## src/rtl/wb_commit_pkg.sv

```systemverilog
// wb_commit_pkg
//   Shared constants for the write-back/commit stage: enable/disable levels,
//   zero word, load funct3 encodings and FSM state encodings.
//   No ports; imported by wb_commit and wb_commit_load_ext.
package wb_commit_pkg;

    localparam logic        ENABLE    = 1'b1;
    localparam logic        DISABLE   = 1'b0;
    localparam logic [31:0] ZERO_WORD = 32'h0000_0000;

    localparam logic [2:0] LB_F3  = 3'b000;
    localparam logic [2:0] LH_F3  = 3'b001;
    localparam logic [2:0] LW_F3  = 3'b010;
    localparam logic [2:0] LBU_F3 = 3'b100;
    localparam logic [2:0] LHU_F3 = 3'b101;

    localparam logic [0:0] WB_IDLE      = 1'b0;
    localparam logic [0:0] WB_LOAD_WAIT = 1'b1;

endpackage

```

## src/rtl/wb_commit_load_ext.sv

```systemverilog
// wb_commit_load_ext
//   Combinational load-data extraction: selects the byte/halfword addressed by
//   the load offset from the raw aligned memory word and sign/zero-extends it.
// Ports
//   funct3  in  3   load type (LB/LH/LW/LBU/LHU)
//   off     in  2   byte offset within the word
//   rdata   in  32  raw aligned memory word
//   data    out 32  extended result for the register file
module wb_commit_load_ext
    import wb_commit_pkg::*;
(
    input  logic [2:0]  funct3,
    input  logic [1:0]  off,
    input  logic [31:0] rdata,
    output logic [31:0] data
);

    logic [7:0]  byte_sel;
    logic [15:0] half_sel;

    always_comb begin
        byte_sel = rdata[7:0];
        case (off)
            2'd0: byte_sel = rdata[7:0];
            2'd1: byte_sel = rdata[15:8];
            2'd2: byte_sel = rdata[23:16];
            2'd3: byte_sel = rdata[31:24];
            default: byte_sel = rdata[7:0];
        endcase
    end

    // Misaligned halfwords are not supported, so only off[1] picks the half.
    assign half_sel = off[1] ? rdata[31:16] : rdata[15:0];

    always_comb begin
        data = rdata;
        case (funct3)
            LB_F3:   data = {{24{byte_sel[7]}}, byte_sel};
            LH_F3:   data = {{16{half_sel[15]}}, half_sel};
            LBU_F3:  data = {24'h000000, byte_sel};
            LHU_F3:  data = {16'h0000, half_sel};
            default: data = rdata;
        endcase
    end

endmodule

```

## src/rtl/wb_commit.sv

```systemverilog
// wb_commit
//   Write-back/commit stage driving the 32x32 register file write port.
//   Non-load instructions commit one cycle after acceptance; loads are parked
//   in LOAD_WAIT (stalling MEM) until the memory response arrives, then the
//   extended data is written. One registered write pulse per commit.
//
//   state     | meaning
//   ----------+-----------------------------------------------
//   IDLE      | accepting instructions from MEM
//   LOAD_WAIT | load latched, waiting for mem_done; MEM stalled
//
// Ports
//   dclk, rst          clock, synchronous active-high reset
//   rdy_CPU_i          global ready; low freezes all state
//   *_MEM_i            instruction / memory response from MEM
//   stall_MEM_o        MEM must hold its instruction (combinational)
//   *_REGFILE_o        registered register-file write port
//   retired_CPU_o      committed-instruction counter (wraps)
module wb_commit
    import wb_commit_pkg::*;
#(
    parameter int CNT_W = 32
) (
    input  logic             dclk,
    input  logic             rst,
    input  logic             rdy_CPU_i,
    input  logic             valid_MEM_i,
    input  logic             we_MEM_i,
    input  logic [4:0]       waddr_MEM_i,
    input  logic [31:0]      wdata_MEM_i,
    input  logic             is_load_MEM_i,
    input  logic [2:0]       ld_funct3_MEM_i,
    input  logic [1:0]       ld_off_MEM_i,
    input  logic             mem_done_MEM_i,
    input  logic [31:0]      mem_rdata_MEM_i,
    output logic             stall_MEM_o,
    output logic             we_REGFILE_o,
    output logic [4:0]       waddr_REGFILE_o,
    output logic [31:0]      wdata_REGFILE_o,
    output logic [CNT_W-1:0] retired_CPU_o
);

    logic [0:0]  state;
    logic        ld_we;
    logic [4:0]  ld_rd;
    logic [2:0]  ld_funct3;
    logic [1:0]  ld_off;
    logic [31:0] ld_data;

    wb_commit_load_ext u_load_ext (
        .funct3 (ld_funct3),
        .off    (ld_off),
        .rdata  (mem_rdata_MEM_i),
        .data   (ld_data)
    );

    assign stall_MEM_o = (state == WB_LOAD_WAIT);

    always_ff @(posedge dclk) begin
        if (rst) begin
            state           <= WB_IDLE;
            we_REGFILE_o    <= DISABLE;
            waddr_REGFILE_o <= 5'd0;
            wdata_REGFILE_o <= ZERO_WORD;
            retired_CPU_o   <= '0;
            ld_we           <= DISABLE;
            ld_rd           <= 5'd0;
            ld_funct3       <= 3'd0;
            ld_off          <= 2'd0;
        end else if (!rdy_CPU_i) begin
            // Frozen: hold everything but keep the write strobe a pulse.
            we_REGFILE_o <= DISABLE;
        end else begin
            we_REGFILE_o <= DISABLE;
            case (state)
                WB_IDLE: begin
                    if (valid_MEM_i && !is_load_MEM_i) begin
                        we_REGFILE_o    <= we_MEM_i && (waddr_MEM_i != 5'd0);
                        waddr_REGFILE_o <= waddr_MEM_i;
                        wdata_REGFILE_o <= wdata_MEM_i;
                        retired_CPU_o   <= retired_CPU_o + 1'b1;
                    end else if (valid_MEM_i) begin
                        ld_we     <= we_MEM_i;
                        ld_rd     <= waddr_MEM_i;
                        ld_funct3 <= ld_funct3_MEM_i;
                        ld_off    <= ld_off_MEM_i;
                        state     <= WB_LOAD_WAIT;
                    end
                end
                WB_LOAD_WAIT: begin
                    // MEM keeps presenting the load here; its fields are ignored.
                    if (mem_done_MEM_i) begin
                        we_REGFILE_o    <= ld_we && (ld_rd != 5'd0);
                        waddr_REGFILE_o <= ld_rd;
                        wdata_REGFILE_o <= ld_data;
                        retired_CPU_o   <= retired_CPU_o + 1'b1;
                        state           <= WB_IDLE;
                    end
                end
                default: state <= WB_IDLE;
            endcase
        end
    end

endmodule
```

## config.mk

```make
export PLATFORM = sky130hd
export DESIGN_NAME = wb_commit
export DESIGN_NICKNAME = d
export VERILOG_FILES = /design/src/rtl/wb_commit_pkg.sv /design/src/rtl/wb_commit_load_ext.sv /design/src/rtl/wb_commit.sv
export SDC_FILE = /design/constraint.sdc
export NUM_CORES = 1
export LEC_CHECK = 0
export CORE_ASPECT_RATIO = 1.5
export CORE_UTILIZATION = 35
export DETAILED_ROUTE_END_ITERATION = 12
export GPL_ROUTABILITY_DRIVEN = 0
export PLACE_DENSITY_LB_ADDON = 0.15
export SLEW_MARGIN = 20
export SYNTH_ARGS = -nofsm -noshare
export SYNTH_HDL_FRONTEND = slang
export SYNTH_SLANG_ARGS = --single-unit
```

## constraint.sdc

```tcl
create_clock -name dclk -period 3.7 [get_ports dclk]
set_input_delay 0.37 -clock dclk [delete_from_list [all_inputs] [get_ports dclk]]
set_output_delay 0.37 -clock dclk [all_outputs]
set_load 0.01 [all_outputs]
```

==> results.py <==
metrics = {
    "status": {
        "outcome": "complete, no violations",
    },
    "global_route": {
        "grt_util_all_layers": 0.222,
        "grt_pass1_vias": 4971,
        "grt_antenna_before_repair": 0,
        "overflow": 0,
        "grt_pass1_wl_microns": 25300,
        "grt_max_degree": 82,
    },
    "logic_synthesis": {
        "syn_nets": 667,
        "ys_types": 54,
        "synth_edf_count": 0,
        "synth_area_sq_um": 4770,
        "ys.flop_type": "dfxtp_1",
        "ys_seq_area_frac": 0.344,
        "yosys_warnings": 0,
        "async_reset_ff_frac": 0,
        "syn_avg_cell_area_sq_um": 8.15,
        "netlist_instances": 585,
        "ys_ff_latch": 82,
    },
    "pwr": {
        "clkPwrFrac": 0.440,
        "power_mw": 2.25,
        "comb_power_share": 0.145,
        "p_int_mw": 1.69,
        "power-per-cell-area_nw_per_um2": 341,
        "p_leak_nw": 2.17,
        "switching_share": 0.249,
        "ir_drop_uv": 195,
        "p_sw_mw": 0.561,
        "p_seq_frac": 0.415,
    },
    "floorplanning": {
        "die_h_microns": 145,
        "fp.dieW_microns": 97.3,
        "ios": 152,
        "initial_core_util": 0.363,
        "die_area_sq_um": 14100,
        "fp.coreArea_sq_um": 13100,
        "core.rowCount": 51,
    },
    "route": {
        "drc": 0,
        "detail_route.wl_per_cell_microns": 18.1,
        "drt_wl_total_microns": 15700,
        "dr.pass1.iters": 5,
        "avgViaCountPerCell": 5.68,
        "drtAntennaViolNets": 0,
        "drt-initial-drc-count": 248,
        "via_count": 4934,
    },
    "placement": {
        "placed_cells": 852,
        "dp_hpwl_microns": 11400,
        "place.port_buffers": 151,
        "place_ws_ps": 1140,
    },
    "timing": {
        "setup_viol": 0,
        "min_period_ps": 2530,
        "worst_slack_ps": 1170,
        "tns_ps": 0,
        "rsz0062_at_grt": "no",
        "hold_viol": 0,
        "post-route-period-util": 0.683,
        "drv_slew": 0,
        "max_slew_margin": 0.355,
        "fmax_mhz": 396,
        "clock_skew_ps": 6.65,
        "tightest_slew_ps": 962,
    },
    "worst_setup_path": {
        "crit_arrival_ps": 2760,
        "setup.worst_path.end_class": "flip-flop",
        "crit_chain": "buf_4 > nand2_1 > a21boi_2 > buf_4 > nor2_1 > buf_4 > a22o_1",
        "timing_worst_setup_path_type": "flip-flop to flip-flop",
        "required_ps": 3930,
        "cp_slowest_cell": "buf_4",
        "critPathMaxStageDelay_ps": 640,
        "critPathMaxFanout": 81,
        "cpMostUsedCell": "buf_4",
        "critPathLaunchType": "flip-flop",
    },
    "layout": {
        "fin_cells": 868,
        "final_cell_mix": "150 x clkdlybuf4s50_1, 81 x dfxtp_1, 78 x nand2_1",
        "syn_to_final_growth_pct": 38.3,
        "n_antenna_cell": 0,
        "fillers": 1283,
        "drive_above_1_share": 0.0889,
        "final_common_cell": "clkdlybuf4s50_1",
        "nets": 786,
    },
    "worst_hold_path": {
        "holdCritPathClass": "flip-flop to flip-flop",
    },
    "clock_tree": {
        "path_clk_slew_ps": 60,
        "postCtsSetupRepairBufs": 0,
        "cts_resized": 0,
        "cts_tree": "built",
        "clockBufferDepth": 2,
        "cts_root_buffer": "clkbuf_16",
        "clock_latency_ps": 340,
        "postCtsHoldBufs": 0,
        "cts_buffers": 9,
        "clock-sinks": 82,
        "cts_htree_levels": 3,
    },
    "job": {
        "drv_cap": 0,
    },
}
-- state kept, by name, summed over array words and instances (netlist names) --
name / flops
wdata_REGFILE_o: 32
we_REGFILE_o: 1
ld_we: 1
ld_rd: 5
retired_CPU_o: 32
ld_funct3: 3
ld_off: 2
stall_MEM_o: 1
waddr_REGFILE_o: 5
-- power by group through the flow --
stage / registers [mW] / logic, mW / clock network [mW]
after floorplan: 0.953 / 0.146 / 0
after global placement: 0.953 / 0.320 / 0
after detailed placement: 0.953 / 0.324 / 0
after CTS: 0.933 / 0.326 / 1.01
after global routing: 0.937 / 0.349 / 1.05
final: 0.933 / 0.325 / 0.990
-- synth_stat cells (7+ instances only) --
| library cell | instances | area share |
|---|---|---|
| nor3_1 | 25 | 0.026 |
| and3b_1 | 15 | 0.028 |
| nand2_1 | 78 | 0.061 |
| a211o_1 | 7 | 0.013 |
| o21a_1 | 7 | 0.011 |
| o2111ai_1 | 12 | 0.022 |
| a21oi_1 | 29 | 0.030 |
| o2bb2ai_1 | 17 | 0.031 |
| buf_2 | 9 | 0.0094 |
| a211oi_1 | 17 | 0.027 |
| a22o_1 | 7 | 0.013 |
| nor2b_1 | 20 | 0.026 |
| nand3_1 | 22 | 0.023 |
| or4b_2 | 7 | 0.015 |
| inv_1 | 12 | 0.0094 |
| mux2_2 | 14 | 0.033 |
| o21ai_0 | 29 | 0.030 |
| dfxtp_1 | 82 | 0.34 |
| mux2i_1 | 7 | 0.015 |
| clkbuf_1 | 29 | 0.023 |
| nor2_1 | 35 | 0.028 |
| o211ai_1 | 17 | 0.027 |
-- per-stage QoR --
stage | area (sq um) | utilization | hold WS (ps)
4_1_cts | 6600 | 0.502 | 468
5_1_grt | 6600 | 0.502 | 479
3_5_place_dp | 6270 | 0.477 | 450
2_1_floorplan | 4770 | - | 437
3_3_place_gp | 6270 | 0.477 | 444
6_report | 6600 | 0.502 | 463
-- logic make-up (layout without fill, tap and decap cells) --
family          after synthesis  after routing  share of synthesized area
simple gates                250            250                      0.277
buf+inv                      61            185                     0.0619
flops                        82             82                      0.344
fa+ha+maj                     1              1                    0.00262
xor+xnor                      7              7                     0.0129
compound gates              163            163                      0.253
mux                          21             21                     0.0477
-- worst max-delay path: cells and delay by family (launching register included) --
| kind | cells | cell delay [ps] |
|---|---|---|
| buffers and inverters | 3 | 1150 |
| DFF | 1 | 390 |
| and+or+nand+nor | 2 | 380 |
| AOI/OAI and AO/OA | 2 | 460 |
-- cell type report --
type,count,area [sq um],share of cell area
Sequential cell,82,1640,0.249
Inverter,12,45.0,0.00683
Multi-Input combinational cell,442,2830,0.429
Tap cell,159,199,0.0302
Clock buffer,10,239,0.0362
Clock inverter,6,87.6,0.0133
Timing Repair Buffer,157,1550,0.235
-- path summary, 6_finish.rpt --
path	depth (start not counted)	endpoint	slack, ps	from
hold / removal	1	wdata_REGFILE_o[26]	460	wdata_REGFILE_o[26]
hold reg to reg	1	wdata_REGFILE_o[26]	460	wdata_REGFILE_o[26]
setup reg to reg	7	wdata_REGFILE_o[9]	1170	stall_MEM_o
setup / recovery	7	wdata_REGFILE_o[9]	1170	stall_MEM_o
-- metal layers --
metal,wire (microns),share of wire,global-route usage
met5,0,0,0
met4,548,0.035,0.105
met3,922,0.059,0.0467
met2,7990,0.51,0.385
met1,6280,0.40,0.257
Power figures use the tool's default switching activity.
